$ cat src/rtl/matmul_result_streamer.sv
// Captures a finished M x N result matrix on the core's done pulse and streams it
// row-major over an AXI4-Stream master port, flagging done pulses that arrive mid-stream.
module matmul_result_streamer #(
  parameter int ACC_W = 32,
  parameter int M     = 2,
  parameter int N     = 2
) (
  input  logic                    clk,
  input  logic                    rst,
  input  logic                    done,
  input  logic signed [ACC_W-1:0] C [M][N],
  output logic [ACC_W-1:0]        m_axis_tdata,
  output logic                    m_axis_tvalid,
  input  logic                    m_axis_tready,
  output logic                    m_axis_tlast,
  output logic                    busy,
  output logic                    drop_err,
  input  logic                    err_clr
);

  localparam int TOTAL = M * N;
  localparam int IDX_W = (TOTAL > 1) ? $clog2(TOTAL) : 1;
  localparam logic [IDX_W-1:0] LAST_IDX = IDX_W'(TOTAL - 1);
  localparam logic LAST_ON_CAPTURE = (TOTAL == 1);

  localparam logic [0:0] ST_IDLE   = 1'b0;
  localparam logic [0:0] ST_STREAM = 1'b1;

  logic [0:0]       state_r, state_n;
  logic [IDX_W-1:0] idx_r, idx_n, idx_inc_s;
  logic [ACC_W-1:0] buf_r [TOTAL];
  logic [ACC_W-1:0] tdata_r, tdata_n;
  logic             tlast_r, tlast_n;
  logic             drop_err_r;
  logic             handshake_s;
  logic             capture_s;
  logic             drop_s;

  // tvalid and busy both come straight from the state register, never from tready
  assign m_axis_tvalid = (state_r == ST_STREAM);
  assign busy          = (state_r == ST_STREAM);
  assign m_axis_tdata  = tdata_r;
  assign m_axis_tlast  = tlast_r;
  assign drop_err      = drop_err_r;

  assign handshake_s = (state_r == ST_STREAM) && m_axis_tready;
  assign idx_inc_s   = idx_r + IDX_W'(1);

  // Next-state, next-beat and capture/drop decisions
  always_comb begin
    state_n   = state_r;
    idx_n     = idx_r;
    tdata_n   = tdata_r;
    tlast_n   = tlast_r;
    capture_s = 1'b0;
    drop_s    = 1'b0;
    case (state_r)
      ST_IDLE: begin
        if (done) begin
          capture_s = 1'b1;
          state_n   = ST_STREAM;
          idx_n     = {IDX_W{1'b0}};
          tdata_n   = C[0][0];
          tlast_n   = LAST_ON_CAPTURE;
        end else begin
          state_n = ST_IDLE;
        end
      end
      ST_STREAM: begin
        if (handshake_s && tlast_r) begin
          // A done landing on the final handshake chains straight into the next matrix
          if (done) begin
            capture_s = 1'b1;
            state_n   = ST_STREAM;
            idx_n     = {IDX_W{1'b0}};
            tdata_n   = C[0][0];
            tlast_n   = LAST_ON_CAPTURE;
          end else begin
            state_n = ST_IDLE;
            idx_n   = {IDX_W{1'b0}};
            tdata_n = {ACC_W{1'b0}};
            tlast_n = 1'b0;
          end
        end else begin
          drop_s = done;
          if (handshake_s) begin
            idx_n   = idx_inc_s;
            tdata_n = buf_r[idx_inc_s];
            tlast_n = (idx_inc_s == LAST_IDX);
          end else begin
            idx_n = idx_r;
          end
        end
      end
      default: begin
        state_n = ST_IDLE;
        idx_n   = {IDX_W{1'b0}};
        tdata_n = {ACC_W{1'b0}};
        tlast_n = 1'b0;
      end
    endcase
  end

  // Control and output beat registers
  always_ff @(posedge clk or posedge rst) begin
    if (rst) begin
      state_r <= ST_IDLE;
      idx_r   <= {IDX_W{1'b0}};
      tdata_r <= {ACC_W{1'b0}};
      tlast_r <= 1'b0;
    end else begin
      state_r <= state_n;
      idx_r   <= idx_n;
      tdata_r <= tdata_n;
      tlast_r <= tlast_n;
    end
  end

  // Matrix buffer, written only on an accepted capture
  always_ff @(posedge clk or posedge rst) begin
    if (rst) begin
      for (int i = 0; i < TOTAL; i++) begin
        buf_r[i] <= {ACC_W{1'b0}};
      end
    end else if (capture_s) begin
      for (int r = 0; r < M; r++) begin
        for (int c = 0; c < N; c++) begin
          buf_r[r*N + c] <= C[r][c];
        end
      end
    end
  end

  // Sticky drop flag; a new drop outranks a simultaneous clear
  always_ff @(posedge clk or posedge rst) begin
    if (rst) begin
      drop_err_r <= 1'b0;
    end else if (drop_s) begin
      drop_err_r <= 1'b1;
    end else if (err_clr) begin
      drop_err_r <= 1'b0;
    end
  end

endmodule

$ cat config.mk
export PLATFORM = sky130hd
export DESIGN_NAME = matmul_result_streamer
export DESIGN_NICKNAME = d
export VERILOG_FILES = /design/src/rtl/matmul_result_streamer.sv
export SDC_FILE = /design/constraint.sdc
export NUM_CORES = 1
export LEC_CHECK = 0
export ABC_AREA = 1
export BUFFER_PORTS_ARGS = -buffer_cell sky130_fd_sc_hd__buf_2
export CAP_MARGIN = 30
export CORE_MARGIN = 2
export CORE_UTILIZATION = 55
export DETAILED_ROUTE_END_ITERATION = 12
export PLACE_DENSITY = 0.78
export SLEW_MARGIN = 0
export SYNTH_ARGS = -nofsm -noshare
export SYNTH_HDL_FRONTEND = slang
export SYNTH_SLANG_ARGS = --single-unit
$ cat constraint.sdc
create_clock -name clk -period 7.2 [get_ports clk]
set_input_delay 1.08 -clock clk [delete_from_list [all_inputs] [get_ports clk]]
set_output_delay 1.08 -clock clk [all_outputs]
set_load 0.02 [all_outputs]
==> flow_summary.ini <==
[critical_path]
cp-endpoint = m_axis_tdata[31]
startpoint = m_axis_tready
path_delay_family = buffers and inverters
cp_slowest_cell = buf_4
max_stage_delay_ns = 0.81
critical_path.max_fanout = 97
r2r_slack_ns = 4.14
crit_arrival_ns = 3.65
reg2reg_to = m_axis_tdata[31]
worstRegToRegCells = 6
cp.depth = 7
timing.rr.start = m_axis_tlast
worst_setup_path_start_kind = primary input
path_buf_inv = 3
worstPathRequired_ns = 7.50
worstSetupEndpointType = flop
critical_path.cell_chain = buf_2 -> nand2_1 -> nand2_4 -> buf_4 -> clkinv_2 -> nand3_1 -> a21oi_1
worstSetupPathType = in2reg

[placement]
dpl_cell_area_mm2 = 0.00872
detailed_place_hpwl_mm = 13.7
dp_cells = 1316
portBuffers = 168
gp_congestion = 0.915

[clocking]
cts_max_level = 4
insertion_delay_ns = 0.42
cts_resized = 0
cts_tree = yes
cts.clk_slew.worst_paths_ns = 0.06
clock_path_buffers = 2
cts_buffers = 17
cts_hold_buf = 0
post-cts-setup-buffers = 0
clkSinkCount = 165
cts-root-buf = clkbuf_16

[drt]
num_vias = 7250
ant_nets = 0
avgViaCountPerCell = 5.39
drt_iter0_drc = 683
first_pass_iters = 5
routed_wirelength_mm = 21.3
wl_per_cell_um = 15.8
drc_errors = 0

[timing]
rsz0062_at_grt = false
worst_pin_slew_ns = 0.932
clock.fmax_mhz = 299
slew_headroom_pct = 37.8
timing.final.crit_period_ns = 3.34
finalMaxSlewViolations = 0
min_period_over_period_pct = 46.4
hold_viol_final = 0
setup_viol = 0
tns_ns = 0
clock_skew_ns = 0.00686

[worst_hold_path]
holdCritPathClass = reg2reg

[global_routing]
antenna_found_initial = 0
grt_pass1_vias = 6578
grt_pass1_wl_mm = 33.8
grt_max_degree = 98
globalRoute.totalOverflow = 0
track_usage_pct = 29.1

[logic_synthesis]
syn_area_mm2 = 0.00791
ys_seq_area_share_pct = 52.2
synth_cells = 1038
ys_types = 16
syn_avg_cell_area_um2 = 7.62
synth-warning-count = 0
syn_nets = 1172
ys_ff_latch = 165

[pwr]
p_leak_nw = 5.01
ir_worst_vdd_mv = 0.376
p_per_area_mw_per_mm2 = 472

[floorplanning]
rows = 43
die_w_um = 124
initial_core_util_pct = 56.6
dieArea_mm2 = 0.0154
io_pins = 169
coreArea_mm2 = 0.0140
die_h_um = 124

[cells_and_area]
fin_util_pct = 66.0
final_common_cell = nand2_1
layout_common_cells = nand2_1 (423), nand3_1 (256), buf_2 (167)
fillCellCount = 1245
syn_to_final_growth_pct = 16.6
drive_gt1_share_pct = 18.1
final_cells = 1345
fin_nets = 1289
num_antenna_cells = 0
design_area_mm2 = 0.00923

[flow_run]
max_cap_violations = 0

[run_status]
run_status = finished, final reports clean
[per-stage QoR]
| stage | hold slack [ns] | setup slack (ns) | power [mW] |
|---|---|---|---|
| after global routing | 0.481 | 3.57 | 4.69 |
| after global placement | 0.453 | 3.48 | 3.42 |
| after CTS | 0.473 | 3.82 | 4.36 |
| final | 0.468 | 3.86 | 4.35 |
| after detailed placement | 0.458 | 3.38 | 3.53 |
| after floorplan | 0.442 | 1.66 | 2.97 |
[cells by family (layout without fill, tap and decap cells)]
group	count (synthesis)	after routing	share of synthesized area [%]
buffers and inverters	121	248	7.32
adder cells (fa/ha/maj)	1	1	0.158
AND/OR/NAND/NOR	714	714	37.9
AO/OA/AOI/OAI	37	37	2.40
flip-flops	165	165	52.2
[tightest hold or removal path, stage by stage (launching register included)]
cell and delay, ns:
dfrtp_1 0.34, nand2_1 0.05, nand2_1 0.05
[cell usage after synthesis]
cell type	n	area share, %
dfrtp_1	165	52
clkbuf_1	16	0.76
buf_1	8	0.38
buf_4	21	2.0
buf_2	36	2.3
inv_2	1	0.047
o22ai_1	1	0.079
nand2_1	425	20
o21ai_2	1	0.11
ha_1	1	0.16
nand3_1	256	16
clkinv_2	1	0.063
inv_1	38	1.8
o21ai_0	3	0.19
a21oi_1	32	2.0
nor2_1	33	1.6
[cell type report]
| cell class | count | area, um^2 | area share [%] |
|---|---|---|---|
| flip-flops and latches | 165 | 4130 | 44.8 |
| repair buffers | 179 | 978 | 10.6 |
| multi-input cells | 752 | 3230 | 35.0 |
| inverters | 40 | 156 | 1.70 |
| clock buffers | 25 | 485 | 5.26 |
| clock inverters | 4 | 25.0 | 0.271 |
| well taps | 180 | 225 | 2.44 |
[worst min-delay path by stage]
stage	from	endpoint	depth (start not counted)
after floorplan	buf_r[100]	buf_r[100]	2
after global placement	buf_r[124]	buf_r[124]	2
after detailed placement	buf_r[124]	buf_r[124]	2
after CTS	buf_r[65]	buf_r[65]	2
after global routing	buf_r[57]	buf_r[57]	2
final	buf_r[21]	buf_r[21]	2
[power breakdown]
part / switching [mW] / internal (mW) / total (mW)
clock: 0.349 / 0.461 / 0.810
sequential: 0.294 / 1.37 / 1.67
combinational: 1.25 / 0.633 / 1.88
total: 1.89 / 2.47 / 4.35
[state kept, by name, indices dropped and copies added (netlist names)]
name and cells:
idx_r 2, busy 1, m_axis_tdata 32, drop_err 1, m_axis_tlast 1, buf_r 128
[metal layers]
layer / vias up / part of all wire, % / global-route usage (%)
met1: 3349 / 46 / 44.6
met3: 38 / 7.6 / 5.36
li1: 3549 / - / -
met2: 314 / 44 / 41.8
met5: - / 0 / 0
met4: 0 / 2.4 / 9.62
Note: power is estimated with default switching activity, not from simulation.
